## config.mk

```make
export PLATFORM = sky130hd
export DESIGN_NAME = apx_float_error_monitor
export DESIGN_NICKNAME = d
export VERILOG_FILES = /design/src/rtl/apx_float_pkg.sv /design/src/rtl/float_ulp_distance.sv /design/src/rtl/apx_float_error_monitor.sv
export SDC_FILE = /design/constraint.sdc
export NUM_CORES = 1
export LEC_CHECK = 0
export ABC_AREA = 1
export BUFFER_PORTS_ARGS = -buffer_cell sky130_fd_sc_hd__buf_2
export CORE_MARGIN = 3
export CORE_UTILIZATION = 60
export DETAILED_ROUTE_END_ITERATION = 7
export PLACE_DENSITY_LB_ADDON = 0.12
export SLEW_MARGIN = 20
export SYNTH_ARGS = -nofsm -noshare
export SYNTH_HDL_FRONTEND = slang
export SYNTH_SLANG_ARGS = --single-unit
```

## constraint.sdc

```tcl
create_clock -name clk -period 19.9 [get_ports clk]
set_input_delay 0.995 -clock clk [delete_from_list [all_inputs] [get_ports clk]]
set_output_delay 0.995 -clock clk [all_outputs]
set_load 0.01 [all_outputs]
```

## src/rtl/apx_float_pkg.sv

```systemverilog
// Shared definitions for the approximate-float error monitors: default widths,
// the compare FSM encoding and the float classification / ordering helpers.
package apx_float_pkg;

  localparam int DEF_WIDTH = 32;
  localparam int DEF_EXP_W = 8;
  localparam int MAX_W     = 64;

  typedef enum logic [1:0] {
    COLLECT = 2'd0,
    COMPARE = 2'd1,
    REPORT  = 2'd2
  } state_t;

  // Word is zero-extended to MAX_W; w/ew give the real float layout.
  function automatic logic is_nan(input logic [MAX_W-1:0] x, input int w, input int ew);
    logic exp_ones;
    logic man_nz;
    exp_ones = 1'b1;
    man_nz   = 1'b0;
    for (int i = 0; i < MAX_W; i++) begin
      if (i < w - 1 - ew) begin
        man_nz = man_nz | x[i];
      end else if (i < w - 1) begin
        exp_ones = exp_ones & x[i];
      end else begin
        man_nz = man_nz;
      end
    end
    return exp_ones & man_nz;
  endfunction

  // Sign-magnitude to two's complement, so adjacent floats differ by one.
  function automatic logic signed [MAX_W:0] ord_key(input logic [MAX_W-1:0] x, input int w);
    logic [MAX_W:0] mag;
    mag = {1'b0, x & ({MAX_W{1'b1}} >> (MAX_W - w + 1))};
    return x[w-1] ? -$signed(mag) : $signed(mag);
  endfunction

endpackage

```

## src/rtl/float_ulp_distance.sv

```systemverilog
// Combinational ULP distance between two floats, saturated to WIDTH bits,
// with NaN handling: two NaNs agree, a single NaN is a maximal mismatch.
module float_ulp_distance
  import apx_float_pkg::*;
#(
  parameter int WIDTH = DEF_WIDTH,
  parameter int EXP_W = DEF_EXP_W
) (
  input  logic [WIDTH-1:0] i_acc,
  input  logic [WIDTH-1:0] i_apx,
  output logic [WIDTH-1:0] o_ulp,
  output logic             o_nan_mismatch
);

  logic [MAX_W-1:0]   w_acc_ext;
  logic [MAX_W-1:0]   w_apx_ext;
  logic               w_acc_nan;
  logic               w_apx_nan;
  logic signed [MAX_W:0] w_diff;
  logic [MAX_W:0]     w_abs;

  assign w_acc_ext = MAX_W'(i_acc);
  assign w_apx_ext = MAX_W'(i_apx);
  assign w_acc_nan = is_nan(w_acc_ext, WIDTH, EXP_W);
  assign w_apx_nan = is_nan(w_apx_ext, WIDTH, EXP_W);
  assign w_diff    = ord_key(w_acc_ext, WIDTH) - ord_key(w_apx_ext, WIDTH);
  assign w_abs     = w_diff[MAX_W] ? $unsigned(-w_diff) : $unsigned(w_diff);

  // Select distance: NaN cases first, then saturated magnitude.
  always_comb begin
    o_ulp          = '0;
    o_nan_mismatch = 1'b0;
    if (w_acc_nan && w_apx_nan) begin
      o_ulp          = '0;
      o_nan_mismatch = 1'b0;
    end else if (w_acc_nan || w_apx_nan) begin
      o_ulp          = '1;
      o_nan_mismatch = 1'b1;
    end else if (|w_abs[MAX_W:WIDTH]) begin
      o_ulp          = '1;
      o_nan_mismatch = 1'b0;
    end else begin
      o_ulp          = w_abs[WIDTH-1:0];
      o_nan_mismatch = 1'b0;
    end
  end

endmodule

```

## src/rtl/apx_float_error_monitor.sv

```systemverilog
// Pairs accurate and approximate float results, reports their ULP distance per
// pair over a stb/ack port and keeps saturating running statistics.
module apx_float_error_monitor
  import apx_float_pkg::*;
#(
  parameter int WIDTH   = DEF_WIDTH,
  parameter int EXP_W   = DEF_EXP_W,
  parameter int CNT_W   = 32,
  parameter int ULP_TOL = 0
) (
  input  logic             clk,
  input  logic             rst,
  input  logic [WIDTH-1:0] acc_z,
  input  logic             acc_z_stb,
  output logic             acc_z_ack,
  input  logic [WIDTH-1:0] apx_z,
  input  logic             apx_z_stb,
  output logic             apx_z_ack,
  input  logic             clear,
  output logic [WIDTH-1:0] res_ulp,
  output logic             res_mismatch,
  output logic             res_stb,
  input  logic             res_ack,
  output logic [CNT_W-1:0] sample_count,
  output logic [CNT_W-1:0] mismatch_count,
  output logic [WIDTH-1:0] max_ulp
);

  localparam logic [WIDTH-1:0] TOL = WIDTH'(ULP_TOL);

  state_t           r_state;
  logic [WIDTH-1:0] r_acc;
  logic [WIDTH-1:0] r_apx;
  logic             r_acc_full;
  logic             r_apx_full;
  logic             r_acc_ack;
  logic             r_apx_ack;
  logic [WIDTH-1:0] r_res_ulp;
  logic             r_res_mismatch;
  logic             r_res_stb;
  logic [CNT_W-1:0] r_sample_count;
  logic [CNT_W-1:0] r_mismatch_count;
  logic [WIDTH-1:0] r_max_ulp;

  logic [WIDTH-1:0] w_ulp;
  logic             w_nan_mismatch;
  logic             w_mismatch;

  float_ulp_distance #(.WIDTH(WIDTH), .EXP_W(EXP_W)) u_dist (
    .i_acc          (r_acc),
    .i_apx          (r_apx),
    .o_ulp          (w_ulp),
    .o_nan_mismatch (w_nan_mismatch)
  );

  assign w_mismatch = w_nan_mismatch | (w_ulp > TOL);

  // Slot capture, compare FSM and result port; acks only rise in COLLECT.
  always_ff @(posedge clk or posedge rst) begin
    if (rst) begin
      r_state        <= COLLECT;
      r_acc          <= '0;
      r_apx          <= '0;
      r_acc_full     <= 1'b0;
      r_apx_full     <= 1'b0;
      r_acc_ack      <= 1'b0;
      r_apx_ack      <= 1'b0;
      r_res_ulp      <= '0;
      r_res_mismatch <= 1'b0;
      r_res_stb      <= 1'b0;
    end else begin
      case (r_state)
        COLLECT: begin
          if (acc_z_stb && r_acc_ack) begin
            r_acc      <= acc_z;
            r_acc_full <= 1'b1;
            r_acc_ack  <= 1'b0;
          end else begin
            r_acc_ack  <= ~r_acc_full;
          end
          if (apx_z_stb && r_apx_ack) begin
            r_apx      <= apx_z;
            r_apx_full <= 1'b1;
            r_apx_ack  <= 1'b0;
          end else begin
            r_apx_ack  <= ~r_apx_full;
          end
          if (r_acc_full && r_apx_full) begin
            r_state <= COMPARE;
          end else begin
            r_state <= COLLECT;
          end
        end
        COMPARE: begin
          r_res_ulp      <= w_ulp;
          r_res_mismatch <= w_mismatch;
          r_res_stb      <= 1'b1;
          r_state        <= REPORT;
        end
        REPORT: begin
          if (res_ack) begin
            r_res_stb  <= 1'b0;
            r_acc_full <= 1'b0;
            r_apx_full <= 1'b0;
            r_acc_ack  <= 1'b1;
            r_apx_ack  <= 1'b1;
            r_state    <= COLLECT;
          end else begin
            r_state    <= REPORT;
          end
        end
        default: begin
          r_state <= COLLECT;
        end
      endcase
    end
  end

  // Running statistics; clear overrides the COMPARE update.
  always_ff @(posedge clk or posedge rst) begin
    if (rst) begin
      r_sample_count   <= '0;
      r_mismatch_count <= '0;
      r_max_ulp        <= '0;
    end else if (clear) begin
      r_sample_count   <= '0;
      r_mismatch_count <= '0;
      r_max_ulp        <= '0;
    end else if (r_state == COMPARE) begin
      if (r_sample_count != '1) begin
        r_sample_count <= r_sample_count + CNT_W'(1);
      end else begin
        r_sample_count <= r_sample_count;
      end
      if (w_mismatch && (r_mismatch_count != '1)) begin
        r_mismatch_count <= r_mismatch_count + CNT_W'(1);
      end else begin
        r_mismatch_count <= r_mismatch_count;
      end
      if (w_ulp > r_max_ulp) begin
        r_max_ulp <= w_ulp;
      end else begin
        r_max_ulp <= r_max_ulp;
      end
    end else begin
      r_sample_count   <= r_sample_count;
      r_mismatch_count <= r_mismatch_count;
      r_max_ulp        <= r_max_ulp;
    end
  end

  assign acc_z_ack      = r_acc_ack;
  assign apx_z_ack      = r_apx_ack;
  assign res_ulp        = r_res_ulp;
  assign res_mismatch   = r_res_mismatch;
  assign res_stb        = r_res_stb;
  assign sample_count   = r_sample_count;
  assign mismatch_count = r_mismatch_count;
  assign max_ulp        = r_max_ulp;

endmodule
```

==> run_results.csv <==
group,metric,value,unit
worst_setup_path,cp_max_fo,32,
synthesis,syn_area,20900,sq um
worst_setup_path,rr_worst_depth,54,
placement,portBuffers,201,
floorplanning,ios,202,
worst_setup_path,critical_path_required,20.19,ns
drt,antenna_left,0,
global_route,grt_pass1_wl,111000,um
cells_and_area,fin_nets,3878,
synthesis,synth_edf_count,0,
worst_setup_path,r2r-start,"r_acc[0]",
worst_setup_path,crit_top_cell,"nand2_1",
worst_setup_path,critical_path_arrival,10.80,ns
synthesis,synth_area_leaders,"dfrtp_1 (24%), nand2_1 (22%), inv_1 (9.9%)",
synthesis,syn-num-nets,3724,
cells_and_area,multi_input_area,13400,sq um
cells_and_area,layout-drive-gt1-share,0.0982,
hold_path,min_from,"res_ulp[20]",
drt,finalWirelength,69800,um
global_route,grt_max_degree,125,
hold_path,hp-class,"flop to flop",
sta,min_period,10.51,ns
placement,dp_hpwl,55700,um
sta,finalHoldViolCount,0,
floorplanning,num_rows,67,
synthesis,synthFlopType,"dfrtp_1",
job,maxCapViolations,0,
clock_tree,htree_levels,4,
sta,tns,0,ns
run_status,status,"completed",
synthesis,ys_async_sr_fraction,1.00,
worst_setup_path,r2r_slack,9.39,ns
drt,drtIter0Drc,2201,
placement,place_congestion,1.07,
cells_and_area,n_antenna_cell,0,
clock_tree,numCtsBuffers,17,
sta,period_share,0.528,
synthesis,synth_cell_types,48,
hold_path,holdPathStages,2,
synthesis,synth.largest_area_cell,"dfrtp_1",
floorplanning,start_util,0.616,
drt,vias,23700,
global_route,grtUsageTotal,0.375,
sta,finalSetupViolations,0,
drt,wl_per_cell,16.8,um
cells_and_area,fillers,3102,
drt,drc_errors,0,
sta,slew_headroom,0.273,
clock_tree,clk_pin_slew_worst_paths,0.08,ns
worst_setup_path,crit_path_top_delay_cell,"inv_1",
worst_setup_path,cp-end-kind,"flop",
clock_tree,cts_tree,"yes",
worst_setup_path,path_class,"flop to flop",
synthesis,synth_top_area_frac,0.239,
worst_setup_path,slowest_delay,0.82,ns
cells_and_area,syn_to_final_growth,9.32,%
worst_setup_path,regToRegEndpoint,"max_ulp[18]",
clock_tree,clock_latency,0.48,ns
drt,via_per_inst,5.68,
clock_tree,cts_hold_buf,0,
sta,fin_skew,0.0168,ns
clock_tree,clock_path_buffers,2,
sta,clock.fmax,95.2,MHz
synthesis,yosys-top-cells-count,"nand2_1 (1,201), inv_1 (551), nor2_1 (418), nand3_1 (230), dfrtp_1 (200)",
synthesis,yosysMostFrequentCell,"nand2_1",
global_route,first_global_vias,22400,
hold_path,hold_end,"res_ulp[20]",
clock_tree,cts_sinks,200,
floorplanning,dieArea,37100,sq um
cells_and_area,seq_area,5000,sq um
floorplanning,fp.dieH,193,um
floorplanning,die_width,193,um
drt,dr.pass1.iters,8,
synthesis,synthCells,3549,
clock_tree,cts-root-buf,"clkbuf_16",
synthesis,ys_seq_area_frac,0.239,
synthesis,ys_ff_latch,200,
sta,rsz0062_at_grt,"no",
synthesis,yosysWarningCount,0,
clock_tree,ctsResizeCount,0,
worst_setup_path,start_kind,"flop",
clock_tree,cts_setup_buffers,0,
floorplanning,fp.coreArea,34000,sq um
global_route,grt-ovfl-total,0,
sta,worst_slew_pin_slew,1.09,ns
synthesis,avgSynthCellArea,5.89,sq um
global_route,antenna_found_initial,0,
sta,slew_viol_final,0,
state kept, by name (all words and copies together), names as in the netlist:
register / cells
mismatch_count: 32
r_state: 2
r_apx_full: 1
r_apx: 32
res_mismatch: 1
r_acc_full: 1
acc_z_ack: 1
r_acc: 32
max_ulp: 32
apx_z_ack: 1
res_ulp: 32
sample_count: 32
res_stb: 1
cell families after synthesis:
family | share of synthesized area
AO/OA/AOI/OAI | 0.0959
XOR/XNOR | 0.0465
adder cells (fa/ha/maj) | 0.0632
buffers and inverters | 0.119
flip-flops | 0.239
multiplexers | 0.0178
AND/OR/NAND/NOR | 0.419
worst max-delay path by stage:
stage / cells after the start / end / startpoint / slack [ns]
final: 54 / max_ulp[18] / r_acc[0] / 9.39
after global routing: 55 / max_ulp[18] / r_acc[0] / 8.44
after floorplan: 53 / max_ulp[10] / r_acc[0] / 12.11
after global placement: 47 / max_ulp[0] / r_acc[2] / 9.80
after CTS: 47 / max_ulp[18] / r_acc[2] / 9.40
after detailed placement: 47 / max_ulp[18] / r_acc[2] / 9.41
worst max-delay path: cells and delay by family (launching register included):
kind | cells | cell delay, ns
compound gates | 8 | 1.37
fa+ha+maj | 4 | 1.26
buf+inv | 5 | 1.38
flops | 1 | 0.38
simple gates | 37 | 5.90
stage by stage:
step	hold slack, ns	util	area (sq um)	cells	worst slack, ns
2_1_floorplan	0.490	-	20900	3549	12.11
3_3_place_gp	0.460	0.655	22200	4132	9.80
3_5_place_dp	0.477	0.655	22200	4132	9.41
4_1_cts	0.498	0.673	22800	4164	9.40
5_1_grt	0.524	0.673	22900	4164	8.44
6_report	0.495	0.673	22900	4164	9.39
routing by layer:
layer	part of all wire	global-route usage	vias to the layer above
li1	-	-	11500
met1	0.42	0.487	10800
met2	0.45	0.618	1129
met3	0.081	0.0498	217
met4	0.050	0.179	0
met5	0	0	-
area by class of cell:
type                       count  share of cell area
multi-input combinational   2705               0.588
clock inverter                14             0.00756
clock buffer                  18              0.0192
sequential                   200               0.219
timing repair buffer         214              0.0483
tap                          448              0.0245
inverter                     565              0.0931
cell usage in the layout, fill, tap and decap left out, drive strengths merged, types with 27 or more instances in the layout:
master and count:
nand2 1230, inv 566, nor2 442, nand3 243, buf 214, dfrtp 200, a21oi 153, o21ai 138
ha 104, xor2 74, nor3 63, nand4 60, xnor2 37, mux2 33, o22ai 31, nor4 27
Power is left out: the tool's default activity adds up to more than one toggle a clock period on the data nets, which glitch-free logic cannot reach.
